### config.mk
export PLATFORM = sky130hd
export DESIGN_NAME = ps2_host_tx
export DESIGN_NICKNAME = d
export VERILOG_FILES = /design/src/rtl/ps2_host_tx.sv
export SDC_FILE = /design/constraint.sdc
export NUM_CORES = 1
export LEC_CHECK = 0
export BUFFER_PORTS_ARGS = -buffer_cell sky130_fd_sc_hd__buf_2
export CORE_MARGIN = 2
export CORE_UTILIZATION = 55
export CTS_CLUSTER_DIAMETER = 200
export CTS_CLUSTER_SIZE = 30
export DETAILED_ROUTE_END_ITERATION = 12
export PLACE_DENSITY_LB_ADDON = 0.05
export SKIP_LAST_GASP = 1
export SYNTH_ARGS = -nofsm -noshare
export SYNTH_HDL_FRONTEND = slang
export SYNTH_SLANG_ARGS = --single-unit
### constraint.sdc
create_clock -name clk -period 3.56 [get_ports clk]
set_clock_uncertainty 0.05 [all_clocks]
set_input_delay 0.712 -clock clk [delete_from_list [all_inputs] [get_ports clk]]
set_output_delay 0.712 -clock clk [all_outputs]
set_load 0.01 [all_outputs]
### src/rtl/ps2_host_tx.sv
// ps2_host_tx: PS/2 host-to-device command transmitter.
//
// Pulls the PS/2 clock low for INHIBIT_CYCLES, issues a request-to-send
// (start bit), and then shifts out 8 data bits LSB first, odd parity and stop
// on the device-generated clock. It then samples the device ack bit.
//
// Ports
//   clk, rst_n                  system clock, async active-low reset
//   tx_data[7:0], tx_valid      command byte + request (taken when tx_ready)
//   tx_ready                    high only when idle
//   ps2_clk_in, ps2_data_in     raw (asynchronous) pin levels
//   ps2_clk_low, ps2_data_low   open-drain enables, 1 = pull pin low
//   done, ack_err, timeout      single-cycle completion pulses
//   busy                        high whenever not idle
module ps2_host_tx #(
  parameter int INHIBIT_CYCLES = 5000,
  parameter int TIMEOUT_CYCLES = 1000000
) (
  input  logic       clk,
  input  logic       rst_n,
  input  logic [7:0] tx_data,
  input  logic       tx_valid,
  output logic       tx_ready,
  input  logic       ps2_clk_in,
  input  logic       ps2_data_in,
  output logic       ps2_clk_low,
  output logic       ps2_data_low,
  output logic       done,
  output logic       ack_err,
  output logic       timeout,
  output logic       busy
);

  localparam int IW = $clog2(INHIBIT_CYCLES + 1);
  localparam int TW = $clog2(TIMEOUT_CYCLES + 1);

  typedef enum logic [2:0] {IDLE, INHIBIT, REQUEST, SEND, ACK, WAIT_IDLE} state_t;

  state_t      state_q;
  logic [IW-1:0] cnt_q;
  logic [TW-1:0] tout_q;
  logic [8:0]  shreg_q;      // {parity, data}
  logic [3:0]  idx_q;        // index of the bit currently on the data line
  logic        clk_low_q, data_low_q;
  logic        done_q, ack_err_q, timeout_q;

  // Pin synchronizers; idle bus level is high, so reset to 1.
  logic clk_s1_q, clk_s2_q, clk_prev_q, dat_s1_q, dat_s2_q, fe_q;
  logic fe_d;
  assign fe_d = clk_prev_q & ~clk_s2_q;

  always_ff @(posedge clk or negedge rst_n) begin
    if (!rst_n) begin
      clk_s1_q   <= 1'b1;
      clk_s2_q   <= 1'b1;
      clk_prev_q <= 1'b1;
      dat_s1_q   <= 1'b1;
      dat_s2_q   <= 1'b1;
      fe_q       <= 1'b0;
    end else begin
      clk_s1_q   <= ps2_clk_in;
      clk_s2_q   <= clk_s1_q;
      clk_prev_q <= clk_s2_q;
      dat_s1_q   <= ps2_data_in;
      dat_s2_q   <= dat_s1_q;
      fe_q       <= fe_d;
    end
  end

  logic active, lines_idle, tout_hit;
  assign active     = (state_q == REQUEST) || (state_q == SEND) ||
                      (state_q == ACK) || (state_q == WAIT_IDLE);
  assign lines_idle = clk_s2_q & dat_s2_q;
  // A bus that comes back idle in WAIT_IDLE wins over a simultaneous expiry.
  assign tout_hit   = active && !fe_q && (tout_q == TW'(TIMEOUT_CYCLES - 1)) &&
                      !((state_q == WAIT_IDLE) && lines_idle);

  always_ff @(posedge clk or negedge rst_n) begin
    if (!rst_n) begin
      state_q    <= IDLE;
      cnt_q      <= '0;
      tout_q     <= '0;
      shreg_q    <= '0;
      idx_q      <= '0;
      clk_low_q  <= 1'b0;
      data_low_q <= 1'b0;
      done_q     <= 1'b0;
      ack_err_q  <= 1'b0;
      timeout_q  <= 1'b0;
    end else begin
      done_q    <= 1'b0;
      ack_err_q <= 1'b0;
      timeout_q <= 1'b0;

      if (active) tout_q <= fe_q ? '0 : tout_q + 1'b1;

      case (state_q)
        IDLE: begin
          clk_low_q  <= 1'b0;
          data_low_q <= 1'b0;
          if (tx_valid) begin
            shreg_q    <= {~^tx_data, tx_data};
            cnt_q      <= '0;
            clk_low_q  <= 1'b1;
            // Start bit must already be asserted if the inhibit is one cycle.
            data_low_q <= (INHIBIT_CYCLES == 1);
            state_q    <= INHIBIT;
          end
        end
        INHIBIT: begin
          cnt_q <= cnt_q + 1'b1;
          // Start bit goes out one cycle before the clock is released.
          if (cnt_q == IW'(INHIBIT_CYCLES - 2)) data_low_q <= 1'b1;
          if (cnt_q == IW'(INHIBIT_CYCLES - 1)) begin
            clk_low_q <= 1'b0;
            tout_q    <= '0;
            idx_q     <= '0;
            state_q   <= REQUEST;
          end
        end
        REQUEST: begin
          if (fe_q) begin
            data_low_q <= ~shreg_q[0];
            idx_q      <= '0;
            state_q    <= SEND;
          end
        end
        SEND: begin
          if (fe_q) begin
            if (idx_q == 4'd8) begin
              data_low_q <= 1'b0;       // stop bit = released line
              state_q    <= ACK;
            end else begin
              idx_q      <= idx_q + 4'd1;
              data_low_q <= ~shreg_q[idx_q + 4'd1];
            end
          end
        end
        ACK: begin
          if (fe_q) begin
            if (!dat_s2_q) done_q    <= 1'b1;
            else           ack_err_q <= 1'b1;
            state_q <= WAIT_IDLE;
          end
        end
        WAIT_IDLE: begin
          clk_low_q  <= 1'b0;
          data_low_q <= 1'b0;
          if (lines_idle) state_q <= IDLE;
        end
        default: state_q <= IDLE;
      endcase

      // Watchdog overrides any state move above.
      if (tout_hit) begin
        timeout_q  <= 1'b1;
        clk_low_q  <= 1'b0;
        data_low_q <= 1'b0;
        state_q    <= IDLE;
      end
    end
  end

  assign tx_ready     = (state_q == IDLE);
  assign busy         = (state_q != IDLE);
  assign ps2_clk_low  = clk_low_q;
  assign ps2_data_low = data_low_q;
  assign done         = done_q;
  assign ack_err      = ack_err_q;
  assign timeout      = timeout_q;

endmodule

---- Yosys cells after proc, flatten, opt, wreduce, memory -nomap -nowiden ----
Cells that the tools add are included.
operators by class
  add/subtract/negate cells ............... 3
  $lt $le $gt $ge ......................... 1
  equal/unequal tests ..................... 22
  multiplexer cells ....................... 39
  bitwise logic cells ..................... 5
  reductions and logical operators ........ 23
operator list
  operator                                                     number
  2-to-1 mux 20 bit                                            4
  equality test 13 bit (second input constant)                 2
  one-hot mux 13 bit (2 select lines)                          1
  2-to-1 mux 3 bit                                             8
  adder 20 x 1 -> 20 bit (second input constant)               1
  equality test 20 bit (second input constant)                 1
  inequality test 3 bit (second input constant)                6
  one-hot mux 3 bit (6 select lines)                           1
  2-to-1 mux 1 bit                                             16
  2-to-1 mux 4 bit                                             4
  adder 13 x 1 -> 13 bit (second input constant)               1
  2-to-1 mux 13 bit                                            1
  one-hot mux 4 bit (3 select lines)                           1
  inequality test 2 bit (second input constant)                5
  XNOR reduction 8 bit                                         1
  AND reduction 7 bit                                          1
  equality test 3 x 2 -> 1 bit (second input constant)         2
  equality test 3 bit (second input constant)                  2
  inequality test 3 x 2 -> 1 bit (second input constant)       2
  AND reduction 2 bit                                          3
  nonzero test 3 bit                                           2
  less-than comparator 4 x 5 -> 1 bit (second input constant)  1
  AND reduction 5 bit                                          1
  nonzero test 5 bit                                           1
  16 further kinds                                             25
storage, ports and cells
  register bits after elaboration ......... 60
  bits of input ports ..................... 13
  output and inout bits ................... 7
  word-level logic and storage cells ...... 109

---- Depth between registers and ports, before layout ----
Gate-level depths: netlist of run 1.
  word-level depth ........................ 9
  mapped depth ............................ 9
  depth with buffers taken out ............ 7

---- Worst setup path before layout of run 1 ----
No wires, ideal clock.
  kind .................................... register to register
  start ................................... register state_q[2]
  end ..................................... register clk_low_q, in the netlist ps2_clk_low
  library setup time ...................... 0.137 ns
  arrival time ............................ 2.514 ns
  data required time ...................... 3.373 ns
  setup slack ............................. 0.859 ns
  stages on the path, launching flop included .. 9
  buffers on the path ..................... 2
  period minus slack after synthesis ...... 2.701 ns
  cells stage by stage .................... dfrtp_1 -> clkbuf_1 -> inv_1 -> ha_1 -> or2_2 -> clkbuf_1 -> or4_1 -> nor4_4 -> nor3_1
between the ends
  cells in the longest elaborated chain, start to end .. 9
  elaborated cells between the ends (all ways) .. 19
  classes of those cells .................. eq/ne (6); mux (2); reduce/logical (11)
ends and longest elaborated chain
  item                                                                                 line  RTL
  start: declaration                                                                   39    state_t state_q;
  start signal: assignment                                                             80    state_q <= IDLE;
  start signal: assignment                                                             107   state_q <= INHIBIT;
  start signal: assignment                                                             118   state_q <= REQUEST;
  equality test 3 x 2 -> 1 bit                                                         71    assign active = (state_q == REQUEST) || (state_q == SEND) ||
  logical OR 1 bit (2 in a row)                                                        71
  logical OR 1 bit                                                                     72    (state_q == ACK) || (state_q == WAIT_IDLE);
  logical AND 1 bit (2 in a row)                                                       75    assign tout_hit = active && !fe_q && (tout_q == TW'(TIMEOUT_CYCLES - 1)) &&
  logical AND 1 bit (*)                                                                75
  net tout_hit                                                                         70    logic active, lines_idle, tout_hit;
  inequality test 3 bit (no source line) / nonzero test 4 bit (equally long branches)  -
  AND reduction 2 bit (no source line)                                                 -
  end signal: assignment                                                               85    clk_low_q <= 1'b0;
  end signal: assignment                                                               99    clk_low_q <= 1'b0;
  end signal: assignment                                                               104   clk_low_q <= 1'b1;
  end: declaration                                                                     44    logic clk_low_q, data_low_q;
The timed path passes the listed nets; every way through them passes the cells marked *.
A chain may end at the register's enable or synchronous reset.

---- Final worst setup path of run 1 ----
Ends and elaborated chain as after synthesis.

==> impl_metrics.csv, run 1 <==
group,metric,value,unit
cells_and_area,regArea,1510,sq um
grt,gr-total-overflow,0,
setup_path,crit_arrival,2.87,ns
clocking,cts_inserted_buffers,9,
grt,grt_pass1_wl,11.7,mm
pwr,p_int,1.52,mW
logic_synthesis,yosys_warnings,0,
pwr,clockPowerShare,0.321,
logic_synthesis,synth_nets,382,
floorplanning,coreArea,5920,sq um
clocking,htreeDepth,3,
routing,detail_route.first_pass.iterations,4,
pwr,finalPower,2.24,mW
sta,fin_ws,0.866,ns
floorplanning,start_util,0.571,
logic_synthesis,syn_area,3380,sq um
hold_path,hp-class,"flop to flop",
job,max_cap_violations,0,
routing,wirelength,6.99,mm
pwr,peakVddDrop,0.408,mV
logic_synthesis,ys_seq_area_frac,0.446,
grt,met1_usage,0.299,
logic_synthesis,synth_edf_count,0,
grt,grt_max_degree,48,
status,status,"complete, no violations",
pwr,p_comb_frac,0.251,
clocking,cts.sink_count,60,
sta,max_freq,371,MHz
logic_synthesis,async_flop_share,1.00,
routing,avgViaCountPerCell,5.86,
logic_synthesis,yosysUniqueCellTypes,54,
routing,drt_iter0_drc,160,
cells_and_area,syn2layout_area_growth,11.9,%
routing,vias,2695,
clocking,root_buffer,"clkbuf_8",
cells_and_area,nets,399,
grt,grt_usage,0.229,
clocking,path_clk_slew,0.07,ns
sta,finalHoldViolations,0,
pwr,switchingPower,0.718,mW
logic_synthesis,synth_top_area_cell,"dfrtp_1",
cells_and_area,insertedDiodeCount,0,
logic_synthesis,post-synth-top-area-fraction,0.407,
hold_path,holdPathStages,0,
logic_synthesis,synthTopCellsByArea,"dfrtp_1 (41%), nor2_1 (4.9%), mux2i_1 (4.4%), dfstp_2 (3.9%), nand2_1 (3.9%)",
grt,top_usage_layer,"met2",
floorplanning,dieArea,6790,sq um
pwr,pwr-share-seq,0.429,
placed_design,dp_hpwl,4.67,mm
setup_path,end_kind,"flop",
cells_and_area,multi_input_area,1760,sq um
pwr,p_sw_frac,0.321,
placed_design,placed_cell_area,3550,sq um
routing,final_antenna_net_count,0,
floorplanning,die_w,82.4,um
cells_and_area,final_layout_size_suffix_gt1_frac,0.179,
grt,antenna_found_initial,0,
hold_path,hold_end,"dat_s2_q",
floorplanning,dieHeight,82.4,um
logic_synthesis,avgSynthCellArea,9.32,sq um
floorplanning,std_cell_rows,28,
logic_synthesis,synthTopCellsByCount,"dfrtp_1 (55), nor2_1 (44), nand2_1 (35)",
logic_synthesis,synth_ff_type,"dfrtp_1",
sta,final-max-slew-violation-count,0,
placed_design,dp.cells,444,
setup_path,ff2ff_path_depth,6,
logic_synthesis,synth.most_common_cell,"dfrtp_1",
setup_path,timing.rr.start,"state_q[2]",
setup_path,r2r_end,"ps2_clk_low",
placed_design,dpl_worst_slack,0.891,ns
grt,grtUsageMet2,0.363,
sta,fin_crit_sh,0.757,
logic_synthesis,netlist_instances,363,
clocking,tritoncts,"built",
setup_path,crit_fanout,17,
routing,wl_per_cell,15.2,um
clocking,clockBufferDepth,2,
grt,first_global_vias,2520,
clocking,post_cts_buffers,0,
sta,tns,0,ns
pwr,pwr_density_cell,591,nW/um^2
cells_and_area,stdcell_count,460,
setup_path,cp.required,3.73,ns
pwr,p_leak,1.64,nW
logic_synthesis,synth_seq_cells,60,
clocking,post_cts_resized,0,
placed_design,numPortBuffers,19,
hold_path,min_from,"dat_s1_q",
sta,slew_headroom,0.304,
grt,grt.met3_usage,0.0467,
routing,drc_errors,0,
sta,rsz0062_at_grt,"no",
setup_path,reg2reg_slack,0.87,ns
clocking,cts_hold_buf,0,
cells_and_area,fill_cells,511,
setup_path,path_class,"flop to flop",
sta,max_slew.worst_pin.slew,1.04,ns
setup_path,cp-start-kind,"flop",
floorplanning,pin_count,20,
placed_design,gp_congestion,0.832,
clocking,insertion_delay,0.35,ns
sta,final-setup-viol-count,0,
sta,min_period,2.69,ns
cells_and_area,finalInstanceArea,3780,sq um
-- critical path: stages, from the launching register on --
cell	delay (ns)
dfrtp_1	0.64
inv_1	0.11
ha_1	0.30
or2_2	0.36
or4_1	0.60
nor4_4	0.39
nor3_1	0.11
-- per-stage QoR --
stage | util | hold WS (ns)
global placement | 0.600 | 0.296
global route | 0.639 | 0.303
CTS | 0.639 | 0.308
finish | 0.639 | 0.308
floorplan | - | 0.295
detailed placement | 0.600 | 0.300
-- cells by family after synthesis --
kind of cell | synth area share
simple gates | 0.247
xor+xnor | 0.0233
buf+inv | 0.0348
flops | 0.446
compound gates | 0.138
fa+ha+maj | 0.0222
mux | 0.0888
-- placed cells by master (no fill, tap or decap), types with 2 or more instances in the layout --
cell type / instances
nand2_1: 35
xor2_1: 3
a311oi_1: 2
nor3b_1: 3
a211oi_1: 4
nor2_1: 44
a21oi_1: 18
and4_1: 2
nor4b_1: 2
nor4_1: 4
a2bb2oi_1: 7
or2_2: 2
inv_1: 12
nand4_1: 9
nor3_1: 10
bufinv_16: 2
mux2_2: 8
mux2i_1: 15
clkinvlp_4: 2
mux4_2: 2
a31oi_1: 8
o21ai_0: 15
and3_1: 5
dfrtp_1: 55
nand3_1: 19
a41oi_1: 3
nand3b_1: 5
clkbuf_8: 11
a221oi_1: 2
buf_2: 19
nor2b_1: 6
dfstp_2: 5
xnor2_1: 6
buf_4: 6
ha_1: 6
nand2b_1: 5
-- state kept, by name, summed over array words and instances (netlist names) --
signal        flops
tout_q           20
cnt_q            13
shreg_q           9
idx_q             4
state_q           3
ack_err           1
clk_prev_q        1
clk_s1_q          1
clk_s2_q          1
dat_s1_q          1
dat_s2_q          1
done              1
fe_q              1
ps2_clk_low       1
ps2_data_low      1
timeout           1
-- power by group through the flow --
stage | Clock [mW] | Sequential [mW] | Combinational [mW]
floorplan | 0 | 0.922 | 0.441
global placement | 0 | 0.963 | 0.548
CTS | 0.728 | 0.958 | 0.568
finish | 0.717 | 0.959 | 0.561
detailed placement | 0 | 0.971 | 0.559
global route | 0.766 | 0.984 | 0.630
-- layer usage --
metal,share of wire,vias to the layer above
li1,-,1355
met1,0.47,1293
met2,0.49,42
met3,0.037,5
met4,0.0096,0
met5,0,-
-- worst max path at each step --
stage	startpoint	to	slack [ns]	cells past startpoint
6_report	state_q[2]	ps2_clk_low	0.87	6
3_3_place_gp	state_q[2]	ps2_clk_low	0.96	6
4_1_cts	state_q[2]	ps2_clk_low	0.87	6
2_1_floorplan	state_q[2]	ps2_clk_low	0.86	8
3_5_place_dp	state_q[2]	ps2_clk_low	0.89	6
5_1_grt	state_q[2]	ps2_clk_low	0.70	6
-- area by class of cell --
cell class | instances | area share
well taps | 75 | 0.0248
multi-input cells | 272 | 0.466
repair buffers | 25 | 0.0370
inverters | 12 | 0.0119
flip-flops and latches | 60 | 0.398
clock inverters | 5 | 0.0221
clock buffers | 11 | 0.0400
Power figures use the tool's default switching activity.
==> inputs of run 2 (changes only) <==
clock period = 2.6 ns   (was 3.56 ns; I/O delays follow)
==> impl_metrics.csv, run 2 (same netlist as run 1, synthesis figures left out) <==
group,metric,value,unit
sta,slew_headroom,0.556,
floorplanning,coreArea,5920,sq um
sta,tns,0,ns
clocking,cts_hold_buf,1,
cells_and_area,fill_cells,506,
placed_design,numPortBuffers,19,
sta,finalHoldViolations,0,
floorplanning,pin_count,20,
clocking,clockBufferDepth,2,
floorplanning,die_w,82.4,um
grt,gr-total-overflow,0,
pwr,p_int,1.96,mW
clocking,path_clk_slew,0.06,ns
grt,grt_pass1_wl,12.4,mm
cells_and_area,final_layout_size_suffix_gt1_frac,0.191,
setup_path,cp_slowest_cell,"or4b_2",
grt,antenna_found_initial,0,
setup_path,end_kind,"flop",
floorplanning,dieArea,6790,sq um
placed_design,placed_cell_area,3610,sq um
pwr,p_comb_frac,0.273,
routing,final_antenna_net_count,0,
clocking,post_cts_resized,0,
clocking,cts_inserted_buffers,9,
clocking,tritoncts,"built",
cells_and_area,largest_reg_flops,20,
pwr,pwr-share-seq,0.448,
status,status,"complete, no violations",
floorplanning,dieHeight,82.4,um
floorplanning,start_util,0.571,
cells_and_area,syn2layout_area_growth,12.6,%
clocking,insertion_delay,0.34,ns
clocking,htreeDepth,3,
sta,final-setup-viol-count,0,
routing,vias,2763,
grt,grt_max_degree,33,
setup_path,max_stage_delay,0.68,ns
sta,max_slew.worst_pin.slew,0.664,ns
setup_path,crit_chain,"or4b_2 -> or4_4 -> nor4_4 -> nor3_1",
floorplanning,std_cell_rows,28,
cells_and_area,final_cell_mix,"dfrtp_1 (55), nor2_1 (44), nand2_1 (35)",
sta,fin_crit_sh,0.922,
setup_path,crit_arrival,2.55,ns
clocking,cts.sink_count,60,
clocking,post_cts_buffers,0,
hold_path,hp-class,"primary input to flop",
grt,first_global_vias,2686,
cells_and_area,layout_commonest_cell,"dfrtp_1",
setup_path,path_class,"flop to flop",
sta,rsz0062_at_grt,"no",
placed_design,dp_hpwl,4.87,mm
sta,final-max-slew-violation-count,0,
pwr,pwr_density_cell,765,nW/um^2
routing,drc_errors,0,
cells_and_area,top_register,"tout_q",
routing,wirelength,7.21,mm
sta,min_period,2.40,ns
routing,drt_iter0_drc,194,
cells_and_area,finalInstanceArea,3810,sq um
routing,wl_per_cell,15.4,um
cells_and_area,nets,407,
pwr,clockPowerShare,0.279,
routing,detail_route.first_pass.iterations,4,
pwr,peakVddDrop,0.429,mV
sta,max_freq,417,MHz
pwr,switchingPower,0.955,mW
cells_and_area,reg.largest.list,"tout_q (20), cnt_q (13), shreg_q (9)",
setup_path,cp-start-kind,"flop",
setup_path,cp.required,2.75,ns
grt,grt_usage,0.239,
clocking,root_buffer,"clkbuf_8",
placed_design,gp_congestion,0.877,
setup_path,crit_fanout,7,
job,max_cap_violations,0,
routing,avgViaCountPerCell,5.90,
pwr,p_leak,1.67,nW
pwr,p_sw_frac,0.328,
cells_and_area,insertedDiodeCount,0,
run 2: cell types whose count changed in the layout (fill, tap and decap cells not counted):
cell / change
dlygate4sd3_1: +1
or4_1: -1
bufinv_16: -2
clkinvlp_4: -2
buf_4: +7
or4_4: +1
clkbuf_8: +2
clkinv_2: +1
clkinv_4: -1
clkbuf_1: +2
run 2: area by class of cell:
cell class | count | area [sq um] | area share
Clock inverter | 1 | 5.00 | 0.00131
Timing Repair Buffer | 33 | 203 | 0.0532
Tap cell | 75 | 93.8 | 0.0246
Multi-Input combinational cell | 272 | 1770 | 0.464
Clock buffer | 15 | 186 | 0.0490
Sequential cell | 60 | 1510 | 0.396
Inverter | 12 | 45.0 | 0.0118
run 2: layer usage:
layer  GRT usage  up-vias  wire, um
met5           0        -         0
met4      0.0900        0       116
met3      0.0522       11       202
met2       0.384       47      3450
met1       0.318     1341      3440
li1            -     1364         -
run 2: final timing paths:
kind	start	to	slack, ns	cells after the start
max	tout_q[8]	ps2_clk_low	0.20	4
max in group asynchronous	rst_n	clk_s1_q	1.46	3
min	ps2_clk_in	clk_s1_q	0.23	1
min reg2reg	clk_s1_q	clk_s2_q	0.31	0
max reg2reg	tout_q[8]	ps2_clk_low	0.20	4
min in group asynchronous	rst_n	shreg_q[1]	0.44	2
run 2: power groups by stage:
stage | Combinational [mW] | Clock (mW) | Sequential (mW)
after floorplan | 0.604 | 0 | 1.26
after global placement | 0.784 | 0 | 1.31
after detailed placement | 0.795 | 0 | 1.32
after CTS | 0.800 | 0.831 | 1.30
after global routing | 0.893 | 0.876 | 1.34
final | 0.795 | 0.812 | 1.30
run 2: per-stage QoR:
step                      utilization  setup WS [ns]  total power, mW  hold slack, ns  std cells
after floorplan                     -         0.0150             1.87           0.174        363
after global placement          0.609          0.280             2.09           0.271        451
after detailed placement        0.609          0.224             2.11           0.273        451
after CTS                       0.643          0.219             2.93           0.214        468
after global routing            0.643         0.0461             3.10           0.206        468
final                           0.643          0.202             2.91           0.228        468
run 2: worst max-delay path, delay by kind of cell (launching register included):
family	cells	cell delay (ns)
AND/OR/NAND/NOR	4	1.76
flip-flops	1	0.44
